File: config.mk
export PLATFORM = sky130hd
export DESIGN_NAME = key_event_ctrl_flat
export DESIGN_NICKNAME = d
export VERILOG_FILES = /design/src/rtl/key_pkg.sv /design/src/rtl/key_event_ctrl_if.sv /design/src/rtl/key_hold_timer.sv /design/src/rtl/key_event_ctrl.sv /design/src/flat_wrapper.sv
export SDC_FILE = /design/constraint.sdc
export NUM_CORES = 1
export LEC_CHECK = 0
export BUFFER_PORTS_ARGS = -buffer_cell sky130_fd_sc_hd__buf_2
export CAP_MARGIN = 25
export CORE_UTILIZATION = 45
export CTS_CLUSTER_DIAMETER = 100
export DETAILED_ROUTE_END_ITERATION = 8
export GPL_ROUTABILITY_DRIVEN = 1
export PLACE_DENSITY_LB_ADDON = 0.1
export SLEW_MARGIN = 10
export SYNTH_ARGS = -nofsm -noshare
export SYNTH_HDL_FRONTEND = slang
export SYNTH_SLANG_ARGS = --single-unit
File: constraint.sdc
create_clock -name sys_clk -period 5.3 [get_ports sys_clk]
set_clock_uncertainty 0.1 [all_clocks]
set_input_delay 1.06 -clock sys_clk [delete_from_list [all_inputs] [get_ports sys_clk]]
set_output_delay 1.06 -clock sys_clk [all_outputs]
set_load 0.005 [all_outputs]
File: src/rtl/key_pkg.sv
// Shared types, constants and helpers for the key event controller.
package key_pkg;

    localparam int         KEY_NUM  = 4;
    localparam logic [3:0] KEY_IDLE = 4'b1111;

    typedef enum logic [1:0] {
        IDLE    = 2'd0,
        PRESSED = 2'd1,
        HELD    = 2'd2,
        LOCKED  = 2'd3
    } key_state_e;

    typedef enum logic [1:0] {
        KEY_REL   = 2'd0,
        KEY_ONE   = 2'd1,
        KEY_MULTI = 2'd2
    } key_class_e;

    typedef struct packed {
        key_class_e cls;
        logic [1:0] idx;
    } key_sample_t;

    // Keys are active low: one zero bit is a single key, its position is the index.
    function automatic key_sample_t key_classify(input logic [KEY_NUM-1:0] value);
        key_sample_t res;
        case (value)
            KEY_IDLE: begin res.cls = KEY_REL;   res.idx = 2'd0; end
            4'b1110:  begin res.cls = KEY_ONE;   res.idx = 2'd0; end
            4'b1101:  begin res.cls = KEY_ONE;   res.idx = 2'd1; end
            4'b1011:  begin res.cls = KEY_ONE;   res.idx = 2'd2; end
            4'b0111:  begin res.cls = KEY_ONE;   res.idx = 2'd3; end
            default:  begin res.cls = KEY_MULTI; res.idx = 2'd0; end
        endcase
        return res;
    endfunction

    // Turns a key index into the matching pulse bit.
    function automatic logic [KEY_NUM-1:0] key_onehot(input logic [1:0] idx);
        return 4'b0001 << idx;
    endfunction

endpackage

File: src/rtl/key_event_ctrl_if.sv
// Debounced key input and key command outputs of the key event controller.
interface key_event_ctrl_if;
    import key_pkg::*;

    logic               key_flag;
    logic [KEY_NUM-1:0] key_value;
    logic [KEY_NUM-1:0] key_short;
    logic [KEY_NUM-1:0] key_long;
    logic [KEY_NUM-1:0] key_repeat;
    logic               key_active;
    logic               key_lock;

    modport master (
        output key_flag, key_value,
        input  key_short, key_long, key_repeat, key_active, key_lock
    );

    modport slave (
        input  key_flag, key_value,
        output key_short, key_long, key_repeat, key_active, key_lock
    );

endinterface

File: src/rtl/key_hold_timer.sv
// Hold-time counter: clears on request, otherwise counts up; flags the terminal count.
module key_hold_timer #(
    parameter int CNT_W = 8
) (
    input  logic             sys_clk,
    input  logic             sys_rst_n,
    input  logic             clr,
    input  logic [CNT_W-1:0] tc_value,
    output logic             tc
);

    logic [CNT_W-1:0] cnt_r;

    // Count register, cleared by the FSM on every threshold and state change.
    always_ff @(posedge sys_clk or negedge sys_rst_n) begin
        if (!sys_rst_n) begin
            cnt_r <= {CNT_W{1'b0}};
        end else if (clr) begin
            cnt_r <= {CNT_W{1'b0}};
        end else begin
            cnt_r <= cnt_r + {{(CNT_W-1){1'b0}}, 1'b1};
        end
    end

    assign tc = (cnt_r == tc_value);

endmodule

File: src/rtl/key_event_ctrl.sv
// Turns the debounced key stream into short/long/repeat command pulses,
// allowing only one key at a time and locking out chords until full release.
module key_event_ctrl
    import key_pkg::*;
#(
    parameter int LONG_CYC   = 50_000_000,
    parameter int REPEAT_CYC = 10_000_000,
    parameter bit REPEAT_EN  = 1'b1
) (
    input  logic           sys_clk,
    input  logic           sys_rst_n,
    key_event_ctrl_if.slave kif
);

    localparam int MAX_CYC = (LONG_CYC > REPEAT_CYC) ? LONG_CYC : REPEAT_CYC;
    localparam int CNT_W   = $clog2(MAX_CYC);
    localparam logic [CNT_W-1:0] LONG_TC   = CNT_W'(LONG_CYC - 1);
    localparam logic [CNT_W-1:0] REPEAT_TC = CNT_W'(REPEAT_CYC - 1);

    key_state_e         state_r, state_nxt_s;
    logic [1:0]         idx_r, idx_nxt_s;
    key_sample_t        sample_s;
    logic               same_key_s, flag_eff_s;
    logic               tc_s, clr_s;
    logic [CNT_W-1:0]   tc_value_s;
    logic [KEY_NUM-1:0] short_nxt_s, long_nxt_s, repeat_nxt_s;
    logic [KEY_NUM-1:0] short_r, long_r, repeat_r;
    logic               active_r, lock_r;

    assign sample_s   = key_classify(kif.key_value);
    assign same_key_s = (sample_s.cls == KEY_ONE) && (sample_s.idx == idx_r);
    // A re-flag of the held key's own pattern is treated as if no flag came.
    assign flag_eff_s = kif.key_flag &&
                        !(((state_r == PRESSED) || (state_r == HELD)) && same_key_s);
    assign tc_value_s = (state_r == HELD) ? REPEAT_TC : LONG_TC;

    key_hold_timer #(.CNT_W(CNT_W)) u_timer (
        .sys_clk   (sys_clk),
        .sys_rst_n (sys_rst_n),
        .clr       (clr_s),
        .tc_value  (tc_value_s),
        .tc        (tc_s)
    );

    // State and latched key index.
    always_ff @(posedge sys_clk or negedge sys_rst_n) begin
        if (!sys_rst_n) begin
            state_r <= IDLE;
            idx_r   <= 2'd0;
        end else begin
            state_r <= state_nxt_s;
            idx_r   <= idx_nxt_s;
        end
    end

    // Next state: an effective flag always beats a timer threshold.
    always_comb begin
        state_nxt_s = state_r;
        case (state_r)
            IDLE: begin
                if (flag_eff_s && (sample_s.cls == KEY_ONE)) begin
                    state_nxt_s = PRESSED;
                end else if (flag_eff_s && (sample_s.cls == KEY_MULTI)) begin
                    state_nxt_s = LOCKED;
                end else begin
                    state_nxt_s = IDLE;
                end
            end
            PRESSED: begin
                if (flag_eff_s) begin
                    state_nxt_s = (sample_s.cls == KEY_REL) ? IDLE : LOCKED;
                end else if (tc_s) begin
                    state_nxt_s = HELD;
                end else begin
                    state_nxt_s = PRESSED;
                end
            end
            HELD: begin
                if (flag_eff_s) begin
                    state_nxt_s = (sample_s.cls == KEY_REL) ? IDLE : LOCKED;
                end else begin
                    state_nxt_s = HELD;
                end
            end
            LOCKED: begin
                if (flag_eff_s && (sample_s.cls == KEY_REL)) begin
                    state_nxt_s = IDLE;
                end else begin
                    state_nxt_s = LOCKED;
                end
            end
            default: state_nxt_s = IDLE;
        endcase
    end

    // Pulse requests, key latch and timer clear for the coming cycle.
    always_comb begin
        short_nxt_s  = {KEY_NUM{1'b0}};
        long_nxt_s   = {KEY_NUM{1'b0}};
        repeat_nxt_s = {KEY_NUM{1'b0}};
        idx_nxt_s    = idx_r;
        clr_s        = 1'b1;
        case (state_r)
            IDLE: begin
                if (flag_eff_s && (sample_s.cls == KEY_ONE)) begin
                    idx_nxt_s = sample_s.idx;
                end else begin
                    idx_nxt_s = idx_r;
                end
            end
            PRESSED: begin
                clr_s = tc_s || (state_nxt_s != PRESSED);
                if (flag_eff_s && (sample_s.cls == KEY_REL)) begin
                    short_nxt_s = key_onehot(idx_r);
                end else if (!flag_eff_s && tc_s) begin
                    long_nxt_s = key_onehot(idx_r);
                end else begin
                    short_nxt_s = {KEY_NUM{1'b0}};
                end
            end
            HELD: begin
                clr_s = tc_s || (state_nxt_s != HELD);
                if (!flag_eff_s && tc_s && (REPEAT_EN == 1'b1)) begin
                    repeat_nxt_s = key_onehot(idx_r);
                end else begin
                    repeat_nxt_s = {KEY_NUM{1'b0}};
                end
            end
            LOCKED:  clr_s = 1'b1;
            default: clr_s = 1'b1;
        endcase
    end

    // Registered outputs; levels follow the state being entered.
    always_ff @(posedge sys_clk or negedge sys_rst_n) begin
        if (!sys_rst_n) begin
            short_r  <= {KEY_NUM{1'b0}};
            long_r   <= {KEY_NUM{1'b0}};
            repeat_r <= {KEY_NUM{1'b0}};
            active_r <= 1'b0;
            lock_r   <= 1'b0;
        end else begin
            short_r  <= short_nxt_s;
            long_r   <= long_nxt_s;
            repeat_r <= repeat_nxt_s;
            active_r <= (state_nxt_s == PRESSED) || (state_nxt_s == HELD);
            lock_r   <= (state_nxt_s == LOCKED);
        end
    end

    assign kif.key_short  = short_r;
    assign kif.key_long   = long_r;
    assign kif.key_repeat = repeat_r;
    assign kif.key_active = active_r;
    assign kif.key_lock   = lock_r;

endmodule

File: src/flat_wrapper.sv
// flat-port wrapper written by rule: the top's interface ports become plain ports
module key_event_ctrl_flat import key_pkg::*;
#(
    parameter int LONG_CYC   = 50_000_000,
    parameter int REPEAT_CYC = 10_000_000,
    parameter bit REPEAT_EN  = 1'b1
)
  (sys_clk, sys_rst_n, kif_key_flag, kif_key_value, kif_key_short, kif_key_long, kif_key_repeat, kif_key_active, kif_key_lock);
  key_event_ctrl_if kif_i ();
  input  logic sys_clk;
  input  logic sys_rst_n;
  input wire logic [$bits(kif_i.key_flag)-1:0] kif_key_flag;
  input wire logic [$bits(kif_i.key_value)-1:0] kif_key_value;
  output wire logic [$bits(kif_i.key_short)-1:0] kif_key_short;
  output wire logic [$bits(kif_i.key_long)-1:0] kif_key_long;
  output wire logic [$bits(kif_i.key_repeat)-1:0] kif_key_repeat;
  output wire logic [$bits(kif_i.key_active)-1:0] kif_key_active;
  output wire logic [$bits(kif_i.key_lock)-1:0] kif_key_lock;
  assign kif_i.key_flag = kif_key_flag;
  assign kif_i.key_value = kif_key_value;
  assign kif_key_short = kif_i.key_short;
  assign kif_key_long = kif_i.key_long;
  assign kif_key_repeat = kif_i.key_repeat;
  assign kif_key_active = kif_i.key_active;
  assign kif_key_lock = kif_i.key_lock;
  key_event_ctrl #(.LONG_CYC(LONG_CYC), .REPEAT_CYC(REPEAT_CYC), .REPEAT_EN(REPEAT_EN)) u_core (.sys_clk(sys_clk), .sys_rst_n(sys_rst_n), .kif(kif_i));
endmodule
==> flow_summary.yaml <==
pwr:
  peak_supply_drop_mv: 0.229
  cellPowerDensity_mw_per_mm2: 387
  power.static_leakage_nw: 1.18
synthesis:
  synth_area_per_cell_um2: 9.28
  synth_seq_cells: 44
  synth.cell_area_mm2: 0.00280
  synth_sequential_area_ratio: 0.393
  synth_edf_count: 0
  synth-warning-count: 0
  synthesis.instances: 302
  synth_flop_cell: "sky130_fd_sc_hd__dfrtp_1"
  synth_nets: 316
  distinct_cell_type_count_after_synthesis: 49
  async_s_r_ff_share_synth: 1.00
critical_path:
  cpLargestDelayFamily: "compound AO/OA/AOI/OAI gates"
  timing.rr.start: "u_core.state_r[0]$_DFF_PN0_"
  worst_ep_required_time_ns: 5.39
  critPathLaunch: "kif_key_value[3]"
  critical-path-slowest-cell: "sky130_fd_sc_hd__a311oi_2"
  cp.depth: 7
  path_cells: "buf_2, o21a_1, o21ai_0, a41oi_2, a311oi_2, nand2_1, o32ai_1"
  timing.reg2reg.worst_path_depth: 8
  crit_path_end_kind: "flip-flop"
  regToRegEndpoint: "u_core.u_timer.cnt_r[0]$_DFF_PN0_"
  timing.critical_path.from_type: "primary input"
  biggest_cell_delay_along_the_critical_path_ns: 0.89
  timing.critical_path.buf_inv: 1
  critical_path_arrival_ns: 3.94
  worst-setup-path-type: "primary input to flip-flop"
  setup_slack_of_the_most_critical_reg_to_reg_path_ns: 1.69
  maximum_fanout_along_the_worst_path: 15
  crit_path_end: "u_core.u_timer.cnt_r[0]$_DFF_PN0_"
layout:
  final_layout_size_suffix_gt1_frac: 0.175
  finalNonFillerCells: 390
  antennaDiodeCount: 0
  fin_util: 0.512
  nNetsFinal: 328
  postLayoutCellArea_mm2: 0.00305
  syn_to_final_growth_pct: 8.66
route:
  via_count: 2315
  wl_per_cell_um: 16.9
  vias_per_cell: 5.94
  first_iter_violations: 113
  postRouteAntennaNets: 0
  finalWirelength_um: 6580
  drt_pass_1_iters: 4
  detail_route.drc_violations: 0
job:
  max_cap_viols: 0
clocking:
  cts_inserted_buffers: 5
  tritoncts_clock_tree: "yes"
  postCtsSetupRepairBufs: 0
  cts_root_buf: "sky130_fd_sc_hd__clkbuf_8"
  holdBufCountCts: 0
  cts.repair.resized: 0
  cts.sink_count: 44
  clkSlewWorstSetupHoldPaths_ns: 0.09
  clk_latency_ns: 0.30
  cts_max_path_buffers: 2
  cts.htree.levels: 2
timing:
  finalCritPeriodShare: 0.727
  maxSlewViolCount: 0
  fmax_mhz: 260
  final_hold_viol_count: 0
  setup-tns-final_ns: 0
  tightestPinTransition_ns: 0.954
  final.min_clock_period_ns: 3.85
  rsz0062_at_grt: "no"
  slew_headroom: 0.358
  setup-violations-final: 0
die:
  fp.coreArea_mm2: 0.00596
  initial_cell_density_of_the_core: 0.471
  die_h_um: 80.9
  pin_count: 21
  num_rows: 28
  die-area_mm2: 0.00655
  floorplan.die.width_um: 80.9
grt:
  antenna_violations_before_repair: 0
  grt_max_degree: 45
  grt_first_pass_wirelength_um: 11100
  number_of_global_route_vias_before_repair: 2206
  grt_usage: 0.221
  grt_overflow: 0
worst_hold_path:
  worst_hold_path_type: "flip-flop to flip-flop"
run_status:
  result_of_the_run: "complete, no violations"
place:
  dp_hpwl_um: 4450
  place.port_buffers: 20
  globalplace.congestion: 0.877
  placed_cells: 381
  post_dp_cell_area_mm2: 0.00291
==> worst reg2reg max path: cells and delay by family, from the launching register on <==
family                   cells  cell delay [ns]
AO/OA/AOI/OAI                4             1.87
flip-flops                   1             0.41
buffers and inverters        2             0.25
adder cells (fa/ha/maj)      1             0.30
AND/OR/NAND/NOR              1             0.58
==> flip-flops by register name, summed over array words and instances, names as in the netlist <==
signal,count
u_core.u_timer.cnt_r,26
u_core.kif.key_long,4
u_core.kif.key_repeat,4
u_core.kif.key_short,4
u_core.idx_r,2
u_core.state_r,2
u_core.kif.key_active,1
u_core.kif.key_lock,1
==> cells in the final DEF (no fill, tap or decap), types with 2 or more instances in the layout <==
master / synthesis / layout
sky130_fd_sc_hd__dfrtp_1: 44 / 44
sky130_fd_sc_hd__nand2_1: 33 / 33
sky130_fd_sc_hd__nor2_1: 27 / 27
sky130_fd_sc_hd__xnor2_1: 23 / 23
sky130_fd_sc_hd__buf_2: 6 / 20
sky130_fd_sc_hd__nand3_1: 19 / 19
sky130_fd_sc_hd__nand4_1: 17 / 17
sky130_fd_sc_hd__nor3_1: 14 / 14
sky130_fd_sc_hd__o21ai_0: 13 / 13
sky130_fd_sc_hd__o31ai_2: 9 / 9
sky130_fd_sc_hd__o22ai_1: 9 / 9
sky130_fd_sc_hd__inv_1: 7 / 7
sky130_fd_sc_hd__ha_1: 7 / 7
sky130_fd_sc_hd__o32ai_1: 6 / 6
sky130_fd_sc_hd__nor4_1: 5 / 5
sky130_fd_sc_hd__or2_2: 5 / 5
sky130_fd_sc_hd__clkbuf_8: 0 / 5
sky130_fd_sc_hd__and4_1: 4 / 4
sky130_fd_sc_hd__and3_1: 4 / 4
sky130_fd_sc_hd__o31ai_1: 3 / 3
sky130_fd_sc_hd__xor2_1: 3 / 3
sky130_fd_sc_hd__buf_4: 2 / 3
sky130_fd_sc_hd__and2_1: 2 / 2
sky130_fd_sc_hd__nand4b_1: 2 / 2
sky130_fd_sc_hd__nand2b_1: 2 / 2
sky130_fd_sc_hd__nor4bb_1: 2 / 2
sky130_fd_sc_hd__o21ai_1: 2 / 2
==> through the flow <==
step	setup slack (ns)	power, mW	hold WS (ns)
final	1.45	1.18	0.487
after detailed placement	1.22	0.914	0.470
after global routing	1.22	1.26	0.503
after global placement	1.35	0.902	0.450
after floorplan	2.03	0.812	0.419
after CTS	1.50	1.19	0.489
==> cell families (layout without fill, tap and decap cells) <==
family                   count (synthesis)  after routing  synth area share
XOR/XNOR                                26             26            0.0812
flip-flops                              44             44             0.393
adder cells (fa/ha/maj)                  7              7            0.0312
AO/OA/AOI/OAI                           57             57             0.185
buffers and inverters                   26             39            0.0482
AND/OR/NAND/NOR                        142            142             0.262
==> cell usage after synthesis (all sizes together), types with 5 or more instances <==
master | instances | area (um^2)
nand3 | 19 | 95.1
nor4 | 5 | 31.3
o31ai | 12 | 135
dfrtp | 44 | 1100
xnor2 | 23 | 201
nor3 | 14 | 70.1
nor2 | 28 | 108
nand4 | 17 | 106
nand2 | 33 | 124
inv | 7 | 26.3
buf | 11 | 78.8
o21ai | 15 | 75.1
clkbuf | 8 | 30.0
ha | 7 | 87.6
o32ai | 6 | 52.6
or2 | 5 | 31.3
o22ai | 9 | 56.3
==> cell type report <==
cell class	instances	area [um^2]
inverters	7	26.3
multi-input cells	232	1570
fillers	589	2910
well taps	75	93.8
repair buffers	24	143
clock inverters	3	46.3
flip-flops and latches	44	1100
clock buffers	5	68.8
==> worst min path at each step <==
stage,end,startpoint,slack (ns),cells past startpoint
3_5_place_dp,u_core.u_timer.cnt_r[0]$_DFF_PN0_,u_core.u_timer.cnt_r[0]$_DFF_PN0_,0.47,1
6_report,u_core.u_timer.cnt_r[0]$_DFF_PN0_,u_core.u_timer.cnt_r[0]$_DFF_PN0_,0.49,1
3_3_place_gp,u_core.u_timer.cnt_r[0]$_DFF_PN0_,u_core.u_timer.cnt_r[0]$_DFF_PN0_,0.45,1
5_1_grt,u_core.kif.key_long[1]$_DFF_PN0_,sys_rst_n,0.50,1
4_1_cts,u_core.u_timer.cnt_r[0]$_DFF_PN0_,u_core.u_timer.cnt_r[0]$_DFF_PN0_,0.49,1
2_1_floorplan,u_core.u_timer.cnt_r[0]$_DFF_PN0_,u_core.u_timer.cnt_r[0]$_DFF_PN0_,0.42,1
==> where the power goes <==
part | switching (mW) | internal [mW] | leakage (nW)
clock network | 0.126 | 0.142 | 0.0548
registers | 0.0258 | 0.361 | 0.606
logic | 0.388 | 0.136 | 0.519
total | 0.540 | 0.640 | 1.18
==> layer usage <==
layer  routed length, um  vias to the layer above  GRT usage
met2                2930                       55      0.334
met5                   0                        -          0
met3                 279                        4     0.0315
met4                  42                        0     0.0446
li1                    -                     1129          -
met1                3330                     1127      0.332
Power figures use the tool's default switching activity.
